### config.mk
export PLATFORM = sky130hd
export DESIGN_NAME = dcm_spi_master
export DESIGN_NICKNAME = d
export VERILOG_FILES = /design/src/rtl/dcm_spi_pkg.sv /design/src/rtl/dcm_spi_shifter.sv /design/src/rtl/dcm_spi_master.sv
export SDC_FILE = /design/constraint.sdc
export NUM_CORES = 1
export LEC_CHECK = 0
export BUFFER_PORTS_ARGS = -buffer_cell sky130_fd_sc_hd__buf_4
export CAP_MARGIN = 20
export CORE_UTILIZATION = 45
export DETAILED_ROUTE_END_ITERATION = 6
export PLACE_DENSITY = 0.66
export SYNTH_ARGS = -nofsm -noshare
export SYNTH_HDL_FRONTEND = slang
export SYNTH_SLANG_ARGS = --single-unit
### constraint.sdc
create_clock -name clk -period 2.3 [get_ports clk]
set_input_delay 0.23 -clock clk [delete_from_list [all_inputs] [get_ports clk]]
set_output_delay 0.23 -clock clk [all_outputs]
set_load 0.01 [all_outputs]
### src/rtl/dcm_spi_pkg.sv
// Shared types and constants for the dcmctrl SPI initiator.
// Holds the frame FSM states, command-byte layout and register map offsets.
package dcm_spi_pkg;

   typedef enum logic [2:0] {
      ST_IDLE,
      ST_SETUP,
      ST_LOAD,
      ST_SHIFT,
      ST_GAP,
      ST_HOLD
   } state_t;

   localparam int unsigned CMD_WRITE_BIT = 7;
   localparam int unsigned ADDR_W        = 7;

   localparam int unsigned REG_CH_BASE = 64;
   localparam int unsigned CH_STRIDE   = 4;
   localparam int unsigned OFS_SPEED   = 0;
   localparam int unsigned OFS_POS_HI  = 1;
   localparam int unsigned OFS_POS_MID = 2;
   localparam int unsigned OFS_POS_LO  = 3;

   function automatic int unsigned max4(input int unsigned a, input int unsigned b,
                                        input int unsigned c, input int unsigned d);
      int unsigned m;
      m = a;
      if (b > m) m = b;
      if (c > m) m = c;
      if (d > m) m = d;
      return m;
   endfunction

endpackage

### src/rtl/dcm_spi_shifter.sv
// SPI mode-3 bit engine: sclk divider plus 8-bit MSB-first in/out shift register.
// DCM_SPI_MISO_SYNC_EN adds a 2-flop miso synchronizer and delays sampling by 2 clk.
module dcm_spi_shifter #(
   parameter int unsigned CLK_DIV = 5,
   parameter int unsigned DIV_W   = 4
) (
   input  logic       clk,
   input  logic       reset,
   input  logic       load,
   input  logic       start,
   input  logic [7:0] load_data,
   input  logic       miso,
   output logic       sclk,
   output logic       mosi,
   output logic       byte_done,
   output logic [7:0] rx_data
);

   logic             active;
   logic [DIV_W-1:0] div;
   logic [2:0]       bit_cnt;
   logic [7:0]       sreg;
   logic             half_end;
   logic             rise;
   logic             sample_now;
   logic             sample_bit;

   assign half_end = active && (div == DIV_W'(CLK_DIV - 1));
   assign rise     = half_end && !sclk;
   assign rx_data  = sreg;

`ifdef DCM_SPI_MISO_SYNC_EN
   logic [1:0] miso_sync;
   logic [1:0] samp_pipe;

   always_ff @(posedge clk or posedge reset) begin
      if (reset) begin
         miso_sync <= '0;
         samp_pipe <= '0;
      end else begin
         miso_sync <= {miso_sync[0], miso};
         samp_pipe <= {samp_pipe[0], rise};
      end
   end

   always_ff @(posedge clk) begin
      if (CLK_DIV < 3) $error("dcm_spi_shifter: CLK_DIV must be >= 3 with miso sync");
   end

   assign sample_now = samp_pipe[1];
   assign sample_bit = miso_sync[1];
`else
   assign sample_now = rise;
   assign sample_bit = miso;
`endif

   always_ff @(posedge clk or posedge reset) begin
      if (reset) begin
         active    <= 1'b0;
         div       <= '0;
         bit_cnt   <= '0;
         sreg      <= '0;
         sclk      <= 1'b1;
         mosi      <= 1'b0;
         byte_done <= 1'b0;
      end else begin
         byte_done <= 1'b0;
         if (load)
            sreg <= load_data;
         else if (sample_now)
            sreg <= {sreg[6:0], sample_bit};

         if (start) begin
            active  <= 1'b1;
            div     <= '0;
            bit_cnt <= 3'd7;
            sclk    <= 1'b0;
            mosi    <= load ? load_data[7] : sreg[7];
         end else if (active) begin
            if (half_end) begin
               div <= '0;
               if (!sclk) begin
                  sclk <= 1'b1;
               end else if (bit_cnt == 3'd0) begin
                  // sclk stays high after the last bit; mosi parks low between bytes
                  active    <= 1'b0;
                  byte_done <= 1'b1;
                  mosi      <= 1'b0;
               end else begin
                  bit_cnt <= bit_cnt - 1'b1;
                  sclk    <= 1'b0;
                  mosi    <= sreg[7];
               end
            end else begin
               div <= div + 1'b1;
            end
         end
      end
   end

endmodule

### src/rtl/dcm_spi_master.sv
// Host-side SPI initiator for the dcmctrl register port: one request becomes one frame.
// Optional DCM_SPI_MISO_SYNC_EN (in dcm_spi_shifter) synchronizes spi_miso.
module dcm_spi_master
   import dcm_spi_pkg::*;
#(
   parameter int unsigned CLK_DIV  = 5,
   parameter int unsigned SS_SETUP = 5,
   parameter int unsigned SS_HOLD  = 10,
   parameter int unsigned BYTE_GAP = 5
) (
   input  logic              clk,
   input  logic              reset,
   input  logic              req_valid,
   output logic              req_ready,
   input  logic              req_write,
   input  logic [ADDR_W-1:0] req_addr,
   input  logic [7:0]        req_len,
   input  logic              wr_valid,
   output logic              wr_ready,
   input  logic [7:0]        wr_data,
   output logic              rd_valid,
   output logic [7:0]        rd_data,
   output logic              busy,
   output logic              done,
   output logic              spi_ss,
   output logic              spi_clk,
   output logic              spi_mosi,
   input  logic              spi_miso
);

   localparam int unsigned CNT_W = $clog2(max4(CLK_DIV, SS_SETUP, SS_HOLD, BYTE_GAP)) + 1;

   state_t             state, state_n;
   logic [CNT_W-1:0]   cnt;
   logic               lat_write;
   logic [ADDR_W-1:0]  lat_addr;
   logic [7:0]         len_left;
   logic               is_cmd;
   logic               ss_q;
   logic               last_byte;
   logic               sh_load, sh_start, sh_done;
   logic [7:0]         sh_load_data, sh_rx;

   assign req_ready = (state == ST_IDLE) && !reset;
   assign busy      = (state != ST_IDLE);
   assign spi_ss    = ss_q;
   assign last_byte = is_cmd ? (len_left == 8'd0) : (len_left == 8'd1);

   always_comb begin
      state_n      = state;
      sh_load      = 1'b0;
      sh_start     = 1'b0;
      sh_load_data = '0;
      wr_ready     = 1'b0;
      unique case (state)
         ST_IDLE:  if (req_valid && req_ready) state_n = ST_SETUP;
         // LOAD adds one cycle before sclk falls, so SETUP runs one short
         ST_SETUP: if (cnt == CNT_W'(SS_SETUP - 2)) state_n = ST_LOAD;
         ST_LOAD: begin
            if (is_cmd) begin
               sh_load_data[CMD_WRITE_BIT] = lat_write;
               sh_load_data[ADDR_W-1:0]    = lat_addr;
               sh_load  = 1'b1;
               sh_start = 1'b1;
               state_n  = ST_SHIFT;
            end else if (lat_write) begin
               wr_ready = 1'b1;
               if (wr_valid) begin
                  sh_load_data = wr_data;
                  sh_load      = 1'b1;
                  sh_start     = 1'b1;
                  state_n      = ST_SHIFT;
               end
            end else begin
               sh_load  = 1'b1;
               sh_start = 1'b1;
               state_n  = ST_SHIFT;
            end
         end
         ST_SHIFT: if (sh_done) state_n = last_byte ? ST_HOLD : ST_GAP;
         ST_GAP:   if (cnt == CNT_W'(BYTE_GAP - 1)) state_n = ST_LOAD;
         ST_HOLD:  if (cnt == CNT_W'(SS_HOLD - 1)) state_n = ST_IDLE;
         default:  state_n = ST_IDLE;
      endcase
   end

   always_ff @(posedge clk or posedge reset) begin
      if (reset) begin
         state     <= ST_IDLE;
         cnt       <= '0;
         lat_write <= 1'b0;
         lat_addr  <= '0;
         len_left  <= '0;
         is_cmd    <= 1'b0;
         ss_q      <= 1'b1;
         done      <= 1'b0;
         rd_valid  <= 1'b0;
         rd_data   <= '0;
      end else begin
         state    <= state_n;
         cnt      <= (state_n != state) ? '0 : cnt + 1'b1;
         ss_q     <= (state_n == ST_IDLE) || (state_n == ST_HOLD);
         done     <= (state == ST_HOLD) && (state_n == ST_IDLE);
         rd_valid <= 1'b0;
         if (state == ST_IDLE && req_valid) begin
            lat_write <= req_write;
            lat_addr  <= req_addr;
            len_left  <= req_len;
            is_cmd    <= 1'b1;
         end
         if (state == ST_SHIFT && sh_done) begin
            if (is_cmd) begin
               is_cmd <= 1'b0;
            end else begin
               len_left <= len_left - 1'b1;
               if (!lat_write) begin
                  rd_valid <= 1'b1;
                  rd_data  <= sh_rx;
               end
            end
         end
      end
   end

   dcm_spi_shifter #(
      .CLK_DIV (CLK_DIV),
      .DIV_W   (CNT_W)
   ) u_shifter (
      .clk       (clk),
      .reset     (reset),
      .load      (sh_load),
      .start     (sh_start),
      .load_data (sh_load_data),
      .miso      (spi_miso),
      .sclk      (spi_clk),
      .mosi      (spi_mosi),
      .byte_done (sh_done),
      .rx_data   (sh_rx)
   );

endmodule

==> metrics <==
CP required=around 2.5 ns; Via Count=2257; unrepaired setup endpoints after global routing=no; first-pass GRT wire length=10.3 mm; Total Power Consumption=0.00172 W; top cells by count, synth=sky130_fd_sc_hd__nand2_1, sky130_fd_sc_hd__dfrtp_1, sky130_fd_sc_hd__nor2_1, sky130_fd_sc_hd__o21ai_0, sky130_fd_sc_hd__a21oi_1; initial DRC count=116; via count of the first global-routing pass=between 2000 and 2500; post-synth design cell area=2840 um^2; yosys synthesis warning count=0; row count=28; Final period util=89.5%; Layout Skew=0.00904 ns; clk root buf=sky130_fd_sc_hd__clkbuf_8; post_cts resized=0; Detail Placement HPWL=4.27 mm; TritonCTS clock tree=done; number of max-slew violations in the final report=0; y dimension of the die=81.5 um; Synth async-reset ratio=100%; horizontal extent of the die=81.5 um; Final min period=around 2 ns; most area-consuming cells after synthesis=sky130_fd_sc_hd__dfrtp_1, sky130_fd_sc_hd__nand2_1, sky130_fd_sc_hd__ha_1; Post-Synth Adder-Cell Area=4.40%; post-synthesis average cell area=9.44 um^2; synthesized-area fraction occupied by ao, oa, aoi and oai cells=14.1%; cell taking the most area after synthesis=sky130_fd_sc_hd__dfrtp_1; instance count of the mapped netlist=between 300 and 400; data arrival time of the critical path=2.22 ns; cell with the most instances after synthesis=sky130_fd_sc_hd__nand2_1; simple-gate share of the synthesized area=a little over a fifth; power density over the cells=506 nW/um^2; residual DRC count=0; top-level port count=45; maximum clock frequency=486 MHz; leakage=1.64 nW; fraction of layout instances using a drive strength above 1=approximately 22%; Primary FF master, synth=sky130_fd_sc_hd__dfrtp_1; router iterations before antenna repair=4; max_cap viols=0; pin count of the biggest net entering global routing=24; Final Hold Violating Endpoints=0; number of setup buffers added after CTS=0; clock edge transition at the registers on the reported setup and hold paths=~0.1 ns; class of the most critical hold timing path=in -> reg; effective utilization at floorplan=47.5%; Layout Nets=roughly 390; Max FO, Critical Path=16; Final GP Congestion=0.825; mux cell area share after synthesis=4.27%; number of antenna violations at the first check in global routing=0; number of buffers inserted during clock tree synthesis=5; core outline area=between 5000 and 6000 um^2; critical path endpoint category=flop; Worst VDD drop=0.000273 V; total number of clock tree sinks=56; xor and xnor area share after synthesis=~2.8%; count of nets left with antenna violations after detail routing=0; slew of the pin with the lowest slew margin=0.953 ns; average routed wire per standard cell=14.1 um; Overflow after GRT=0; All-Layer GR Usage=20.2%; largest family of logic cells by synthesized area=simple AND/OR/NAND/NOR gates; total number of H-tree levels=2; number of distinct standard cells referenced by the synthesized netlist=52; maximum buffer depth of the clock tree=2; quantity of I/O buffers inserted on ports=44; mean number of vias per cell=5.35; hold buffer count at cts=1; growth of design area from synthesis to finish=19.1%; run status=finished, final reports clean; #FFs+latches synth=56; n_diodes=0; number of nets in the synthesized netlist=340; critical path type=reg -> reg; Slew headroom=36.5%; worst skew pair latency=0.31 ns; full die area=6640 um^2; aggregate routed wire length=roughly 6.0 mm; final setup fails=0; CP startpoint kind=flop; EDFF count, synth=0; proportion of netlist area held by the largest area contributor=47.5%; Setup TNS=0 ns; proportion of synthesized chip area in sequential cells=49.4%
[worst paths after layout]
kind	start	slack, ns	endpoint	cells past startpoint
worst max register to register	is_cmd	0.24	u_shifter.rx_data[6]	4
worst max-delay path	is_cmd	0.24	u_shifter.rx_data[6]	4
worst min-delay path	req_addr[1]	0.10	lat_addr[1]	3
max in group asynchronous	reset	1.22	u_shifter.rx_data[5]	4
min in group asynchronous	reset	0.50	cnt[1]	3
worst min register to register	lat_addr[4]	0.48	lat_addr[4]	2
[routing by layer]
metal | global-route usage [%] | up-vias | wire (um)
li1 | - | 1128 | -
met1 | 27.4 | 1075 | 2810
met2 | 32.9 | 48 | 2860
met3 | 4.11 | 6 | 229
met4 | 5.54 | 0 | 68
met5 | 0 | - | 0
[worst max-delay path: stages (launching register included)]
cell and delay [ns]:
sky130_fd_sc_hd__dfrtp_1 0.46, sky130_fd_sc_hd__nand2b_2 0.23, sky130_fd_sc_hd__o211a_1 0.24, sky130_fd_sc_hd__a21oi_1 0.74, sky130_fd_sc_hd__o21ai_0 0.24
[cell families after synthesis]
group | Yosys count
fa+ha+maj | 10
flops | 56
buf+inv | 26
xor+xnor | 9
compound gates | 63
simple gates | 126
mux | 11
[sequential cells by signal (all words and copies together), names as in the netlist]
| register | flops |
|---|---|
| len_left | 8 |
| rd_data | 8 |
| u_shifter.rx_data | 8 |
| lat_addr | 7 |
| cnt | 5 |
| u_shifter.div | 5 |
| state | 3 |
| u_shifter.bit_cnt | 3 |
| done | 1 |
| is_cmd | 1 |
| lat_write | 1 |
| rd_valid | 1 |
| spi_ss | 1 |
| u_shifter.active | 1 |
| u_shifter.byte_done | 1 |
| u_shifter.mosi | 1 |
| u_shifter.sclk | 1 |
[area by class of cell]
class                           instances  area, um^2
Inverter                               13        48.8
Timing Repair Buffer                   51         398
Multi-Input combinational cell        219        1330
Tap cell                               75        93.8
Fill cell                             533        2600
Clock buffer                            6        72.6
Clock inverter                          2        38.8
Sequential cell                        56        1400
[where the power goes]
group          total (W)  switching [W]  internal [W]
Sequential      0.000990     0.00000247      0.000988
Combinational  0.0000705      0.0000321     0.0000384
Clock           0.000655       0.000325      0.000329
Total            0.00172       0.000360       0.00136
[cells in the final DEF (no fill, tap or decap), drive strengths merged, types with 2 or more instances in the layout]
cell / n
buf: 50
nand3: 7
o21ai: 24
dfrtp: 54
dfstp: 2
nand2b: 3
a311oi: 3
mux2: 9
mux2i: 2
or3: 4
xnor2: 3
or2: 2
nand4: 3
nor2: 30
nor3b: 2
inv: 14
a21oi: 14
o2111ai: 2
xor2: 6
ha: 10
nand3b: 3
clkbuf: 6
o211ai: 9
a211oi: 2
nand2: 58
nor3: 4
nor4: 2
o31ai: 2
and3: 2
nor2b: 2
[through the flow]
step / worst slack (ns) / util [%] / area [um^2] / hold slack, ns / instances
finish: 0.242 / 56.5 / 3390 / 0.105 / 422
global route: 0.0843 / 56.5 / 3390 / 0.105 / 422
CTS: 0.231 / 56.5 / 3390 / 0.0982 / 422
detailed placement: 0.248 / 54.5 / 3270 / 0.296 / 413
global placement: 0.300 / 54.5 / 3270 / 0.287 / 413
floorplan: 0.638 / - / 2840 / 0.335 / 301
No activity file was read; power rests on OpenSTA's default activity.
